==> src/rtl/accumulator_sequencer.sv <==
// accumulator_sequencer
//   Multi-cycle fetch/decode/execute controller for the 16-bit accumulator
//   datapath. Produces every register load strobe, datapath mux select,
//   the memory write enable and the ALU opcode. The only state held here is
//   the sequencer state, the sticky illegal-op flag and the retired count.
//
// Ports
//   clock, reset_n      clock (rising edge) and asynchronous active-low reset
//   start               begin execution from address 0 (honoured only in IDLE)
//   ir_data             current IR contents
//   acc_zero            ACC == 0 from the datapath
//   pc_write/pc_sel     PC load; source 0 PC+1, 1 IR address field, 2 zero
//   mar_write/mar_sel   MAR load; source 0 PC, 1 IR address field
//   mbr_write/mbr_sel   MBR load; source 0 memory data_out, 1 ACC
//   ir_write            IR load from MBR
//   acc_write/acc_sel   ACC load; source 0 MBR, 1 ALU result
//   mem_write_enable    memory write (address MAR, data MBR)
//   alu_opcode          ALU operation select (non-zero only in E_ACC)
//   busy, halted        status; illegal_op sticky until reset
//   instr_count         retired instruction count (wraps)
//   state               current state encoding, for debug

module accumulator_sequencer #(
    parameter int unsigned ADDR_W  = 11,
    parameter int unsigned COUNT_W = 16
) (
    input  logic               clock,
    input  logic               reset_n,
    input  logic               start,
    input  logic [15:0]        ir_data,
    input  logic               acc_zero,
    output logic               pc_write,
    output logic [1:0]         pc_sel,
    output logic               mar_write,
    output logic               mar_sel,
    output logic               mbr_write,
    output logic               mbr_sel,
    output logic               ir_write,
    output logic               acc_write,
    output logic               acc_sel,
    output logic               mem_write_enable,
    output logic [3:0]         alu_opcode,
    output logic               busy,
    output logic               halted,
    output logic               illegal_op,
    output logic [COUNT_W-1:0] instr_count,
    output logic [3:0]         state
);

    if (ADDR_W == 0 || ADDR_W > 11) begin : g_bad_addr_w
        $error("accumulator_sequencer: ADDR_W must be in 1..11");
    end

    typedef enum logic [3:0] {
        S_IDLE    = 4'd0,
        S_F_MAR   = 4'd1,
        S_F_READ  = 4'd2,
        S_F_MBR   = 4'd3,
        S_F_IR    = 4'd4,
        S_DECODE  = 4'd5,
        S_E_MAR   = 4'd6,
        S_E_READ  = 4'd7,
        S_E_MBR   = 4'd8,
        S_E_ACC   = 4'd9,
        S_S_WRITE = 4'd10,
        S_HALTED  = 4'd11
    } state_e;

    typedef enum logic [2:0] {
        OP_NOP   = 3'd0,
        OP_LOAD  = 3'd1,
        OP_STORE = 3'd2,
        OP_JUMP  = 3'd3,
        OP_JUMPZ = 3'd4,
        OP_HALT  = 3'd5,
        OP_ILL6  = 3'd6,
        OP_ILL7  = 3'd7
    } subop_e;

    state_e               state_q, state_d;
    logic                 illegal_q, illegal_d;
    logic [COUNT_W-1:0]   count_q, count_d;
    logic                 retire;
    logic                 illegal_set;

    logic   is_alu;
    subop_e subop;
    logic   is_store;

    // The operand address field is routed to PC/MAR by the datapath itself.
    logic unused_addr_bits;
    assign unused_addr_bits = ^ir_data[10:0];

    assign is_alu   = ir_data[15];
    assign subop    = subop_e'(ir_data[14:12]);
    assign is_store = !is_alu && (subop == OP_STORE);

    always_ff @(posedge clock or negedge reset_n) begin
        if (!reset_n) begin
            state_q   <= S_IDLE;
            illegal_q <= 1'b0;
            count_q   <= '0;
        end else begin
            state_q   <= state_d;
            illegal_q <= illegal_d;
            count_q   <= count_d;
        end
    end

    always_comb begin
        state_d     = state_q;
        retire      = 1'b0;
        illegal_set = 1'b0;
        unique case (state_q)
            S_IDLE:   if (start) state_d = S_F_MAR;
            S_F_MAR:  state_d = S_F_READ;
            S_F_READ: state_d = S_F_MBR;
            S_F_MBR:  state_d = S_F_IR;
            S_F_IR:   state_d = S_DECODE;
            S_DECODE: begin
                if (is_alu || subop == OP_LOAD || subop == OP_STORE) begin
                    state_d = S_E_MAR;
                end else if (subop == OP_HALT) begin
                    state_d = S_HALTED;
                    retire  = 1'b1;
                end else begin
                    // NOP, JUMP, JUMPZ and the illegal subops all retire here.
                    state_d     = S_F_MAR;
                    retire      = 1'b1;
                    illegal_set = (subop == OP_ILL6) || (subop == OP_ILL7);
                end
            end
            S_E_MAR:  state_d = is_store ? S_S_WRITE : S_E_READ;
            S_E_READ: state_d = S_E_MBR;
            S_E_MBR:  state_d = S_E_ACC;
            S_E_ACC: begin
                state_d = S_F_MAR;
                retire  = 1'b1;
            end
            S_S_WRITE: begin
                state_d = S_F_MAR;
                retire  = 1'b1;
            end
            S_HALTED: state_d = S_HALTED;
            default:  state_d = S_IDLE;
        endcase
        illegal_d = illegal_q | illegal_set;
        count_d   = count_q + COUNT_W'(retire);
    end

    always_comb begin
        pc_write         = 1'b0;
        pc_sel           = 2'd0;
        mar_write        = 1'b0;
        mar_sel          = 1'b0;
        mbr_write        = 1'b0;
        mbr_sel          = 1'b0;
        ir_write         = 1'b0;
        acc_write        = 1'b0;
        acc_sel          = 1'b0;
        mem_write_enable = 1'b0;
        alu_opcode       = 4'b0000;
        busy             = (state_q != S_IDLE) && (state_q != S_HALTED);
        halted           = (state_q == S_HALTED);
        unique case (state_q)
            S_IDLE: begin
                // Gated by reset_n so no strobe escapes while reset is held.
                if (start && reset_n) begin
                    pc_write = 1'b1;
                    pc_sel   = 2'd2;
                end
            end
            S_F_MAR:  mar_write = 1'b1;
            S_F_READ: pc_write  = 1'b1;
            S_F_MBR:  mbr_write = 1'b1;
            S_F_IR:   ir_write  = 1'b1;
            S_DECODE: begin
                if (!is_alu && subop == OP_JUMP) begin
                    pc_write = 1'b1;
                    pc_sel   = 2'd1;
                end else if (!is_alu && subop == OP_JUMPZ) begin
                    pc_write = acc_zero;
                    pc_sel   = 2'd1;
                end
            end
            S_E_MAR: begin
                mar_write = 1'b1;
                mar_sel   = 1'b1;
                if (is_store) begin
                    mbr_write = 1'b1;
                    mbr_sel   = 1'b1;
                end
            end
            S_E_MBR: mbr_write = 1'b1;
            S_E_ACC: begin
                acc_write = 1'b1;
                if (is_alu) begin
                    acc_sel    = 1'b1;
                    alu_opcode = ir_data[14:11];
                end
            end
            S_S_WRITE: mem_write_enable = 1'b1;
            default: ;
        endcase
    end

    assign illegal_op  = illegal_q;
    assign instr_count = count_q;
    assign state       = state_q;

endmodule

==> config.mk <==
export PLATFORM = sky130hd
export DESIGN_NAME = accumulator_sequencer
export DESIGN_NICKNAME = d
export VERILOG_FILES = /design/src/rtl/accumulator_sequencer.sv
export SDC_FILE = /design/constraint.sdc
export NUM_CORES = 1
export LEC_CHECK = 0
export ABC_AREA = 0
export CAP_MARGIN = 25
export CORE_UTILIZATION = 30
export DETAILED_ROUTE_END_ITERATION = 12
export GPL_TIMING_DRIVEN = 0
export HOLD_SLACK_MARGIN = 0.05
export MAX_ROUTING_LAYER = met4
export PLACE_DENSITY = 0.66
export SKIP_CTS_REPAIR_TIMING = 1
export SLEW_MARGIN = 5
export SYNTH_ARGS = -nofsm -noshare
export SYNTH_HDL_FRONTEND = slang
export SYNTH_SLANG_ARGS = --single-unit
==> constraint.sdc <==
create_clock -name clock -period 5.9 [get_ports clock]
set_clock_uncertainty 0.15 [all_clocks]
set_input_delay 1.18 -clock clock [delete_from_list [all_inputs] [get_ports clock]]
set_output_delay 1.18 -clock clock [all_outputs]
set_load 0.01 [all_outputs]
==> impl_metrics.toml <==
[run_status]
status = "finished clean"

[cells_and_area]
final_area_um2 = 1790
drive_gt1_share_pct = 7.78
num-nets-final = 203
syn2layout_area_growth_pct = 46.7
antenna_cells = 0
fillers = 356
regArea_um2 = 526
multi_input_area_um2 = 666

[detailed_routing]
ant_nets = 0
viasPerCell = 5.03
routed_wl_mm = 2.95
drtIter0Drc = 32
drc = 0
dr_total_vias = 1147
detail_route.wl_per_cell_um = 12.9
drt_first_pass_iters = 4

[clocking]
clock-sinks = 21
clkTransAtPathRegs_ns = 0.07
htreeDepth = 1
cts-buffers-inserted = 3
root_buffer = "clkbuf_8"
clockBufferDepth = 2
tritoncts = "yes"
clkLatencyLatePin_ns = 0.26

[power]
clockPowerShare_pct = 14.3
powerDensity_nw_per_um2 = 361
leakagePower_uw = 0.000734
power.switching_uw = 247
power.internal_uw = 400
power_frac_seq_pct = 33.7
ir_drop_mv = 0.211
combinationalPowerShare_pct = 52.0
swShare_pct = 38.1

[floorplanning]
rows = 22
chipHeight_um = 65.8
initial_core_util_pct = 32.4
dieWidth_um = 65.8
ioPinCount = 58
dieArea_um2 = 4330
core_area_um2 = 3770

[worst_setup_path]
r2r_slack_ns = 3.32
end_kind = "primary output"
path_class = "in -> out"
reg2reg_to = "instr_count[10]"
cp.arrival_ns = 3.40
crit_fanout = 13
timing.rr.start = "state[1]"
reg2reg_depth = 9
crit_path_start = "reset_n"
crit_required_ns = 4.57
setup.worst_path.end = "pc_write"
start_kind = "primary input"

[global_route]
grt_overflow = 0
grt_pass1_vias = 1120
grt_first_pass_wirelength_mm = 4.98
grt_usage_pct = 15.2
grt_start_max_net_pins = 24
antenna_found_initial = 0

[timing]
setup_viol = 0
slew_violations = 0
worst_slew_pin_slew_ns = 0.596
min_period_ns = 4.73
rsz0062_at_grt = "no"
finalHoldViolCount = 0
min_period_over_period_pct = 80.2
fmax_mhz = 211
fin_tns_setup_ns = 0
maxSlewHeadroom_pct = 60.1

[flow_run]
drv_cap = 0

[synth]
synthDistinctLibCells = 37
syn_inst = 130
syn_avg_cell_area_um2 = 9.39
syn_area_um2 = 1220
synthFlopType = "dfrtp_1"
synth_warnings = 0
synthArstFlopShare_pct = 100
mappedNetlistNets = 152
yosys_register_bits = 21
ys_seq_area_share_pct = 43.0
synth-edff-count = 0

[placed_design]
post-dp-hpwl_mm = 2.21
place_congestion = 0.893
dpl_cell_area_um2 = 1730
port_buffers = 45

[min_path]
hold_class = "reg -> reg"
==> layout by cell type (no fill, tap or decap), types with 2 or more instances in the layout <==
cell type        instances
a21boi_1                 2
a21o_1                   2
a21oi_1                  4
a31oi_1                  2
and3_1                   6
and4_1                   2
buf_2                    3
clkbuf_1                 3
clkbuf_8                 3
clkdlybuf4s50_1         45
dfrtp_1                 21
ha_1                     2
nand2_1                 10
nand2b_1                 4
nand3_1                  8
nor2_1                  17
nor2b_1                  2
nor3_1                   3
nor3_2                   2
nor4_1                   2
o21ai_1                  2
o31ai_1                  2
or4_1                    2
xnor2_1                 10
xor2_1                   6
==> power by group through the flow <==
stage	Clock, µW	Combinational (µW)	Sequential, µW
floorplan	0	167	226
detailed placement	0	335	221
global placement	0	336	219
finish	92.8	336	218
global route	101	368	225
CTS	96.9	338	219
==> final cells by class <==
type	count	share of cell area, %
tap	48	3.35
inverter	2	0.419
clock buffer	4	2.51
buffer	5	1.26
sequential	21	29.3
timing repair buffer	46	26.0
multi-input combinational	102	37.2
==> how the worst min path moves through the flow <==
stage	start	to	cells past startpoint
CTS	instr_count[15]	instr_count[15]	1
floorplan	instr_count[15]	instr_count[15]	1
detailed placement	illegal_op	illegal_op	1
global route	illegal_op	illegal_op	1
global placement	instr_count[15]	instr_count[15]	1
finish	instr_count[15]	instr_count[15]	1
==> Yosys cell counts, drive strengths merged, types with 3 or more instances <==
| library cell | count | area (µm²) |
|---|---|---|
| nand2 | 10 | 37.5 |
| nand3 | 8 | 40.0 |
| buf | 3 | 15.0 |
| dfrtp | 21 | 526 |
| xnor2 | 10 | 87.6 |
| nand2b | 5 | 38.8 |
| xor2 | 6 | 52.6 |
| nor2 | 17 | 63.8 |
| nor3 | 5 | 35.0 |
| a21oi | 4 | 20.0 |
| and3 | 6 | 37.5 |
==> routing by layer <==
layer,part of all wire [%],GRT usage (%),vias up
met1,47,19.5,540
met4,0.78,5.16,0
met5,0,-,-
met2,46,23.7,45
li1,-,-,558
met3,6.1,2.93,4
==> stage by stage <==
step                total power [µW]  worst slack, ns  util, %  hold WS [ns]  cells
floorplan                        393             2.50        -         0.357    130
global placement                 556            0.975     45.9         0.310    223
detailed placement               556            0.922     45.9         0.320    223
CTS                              654            0.924     47.1         0.335    227
global route                     694            0.964     47.5         0.348    228
finish                           647             1.17     47.5         0.326    228
==> sequential cells by signal, summed over array words and instances (netlist names) <==
name	cells
instr_count	16
state	4
illegal_op	1
==> critical path, stage by stage <==
cell and delay [ns]:
clkdlybuf4s50_1 0.85, buf_8 0.22, a21oi_1 0.07, or4_1 0.41, o21ai_1 0.09, clkdlybuf4s50_1 0.57
==> cells by family (layout without fill, tap and decap cells) <==
family / Yosys count / after routing / share of synthesized area [%]
AND/OR/NAND/NOR: 66 / 66 / 30.8
flip-flops: 21 / 21 / 43.0
AO/OA/AOI/OAI: 18 / 18 / 10.1
XOR/XNOR: 16 / 16 / 11.5
buffers and inverters: 7 / 57 / 2.46
adder cells (fa/ha/maj): 2 / 2 / 2.05
No activity file was read; power rests on OpenSTA's default activity.
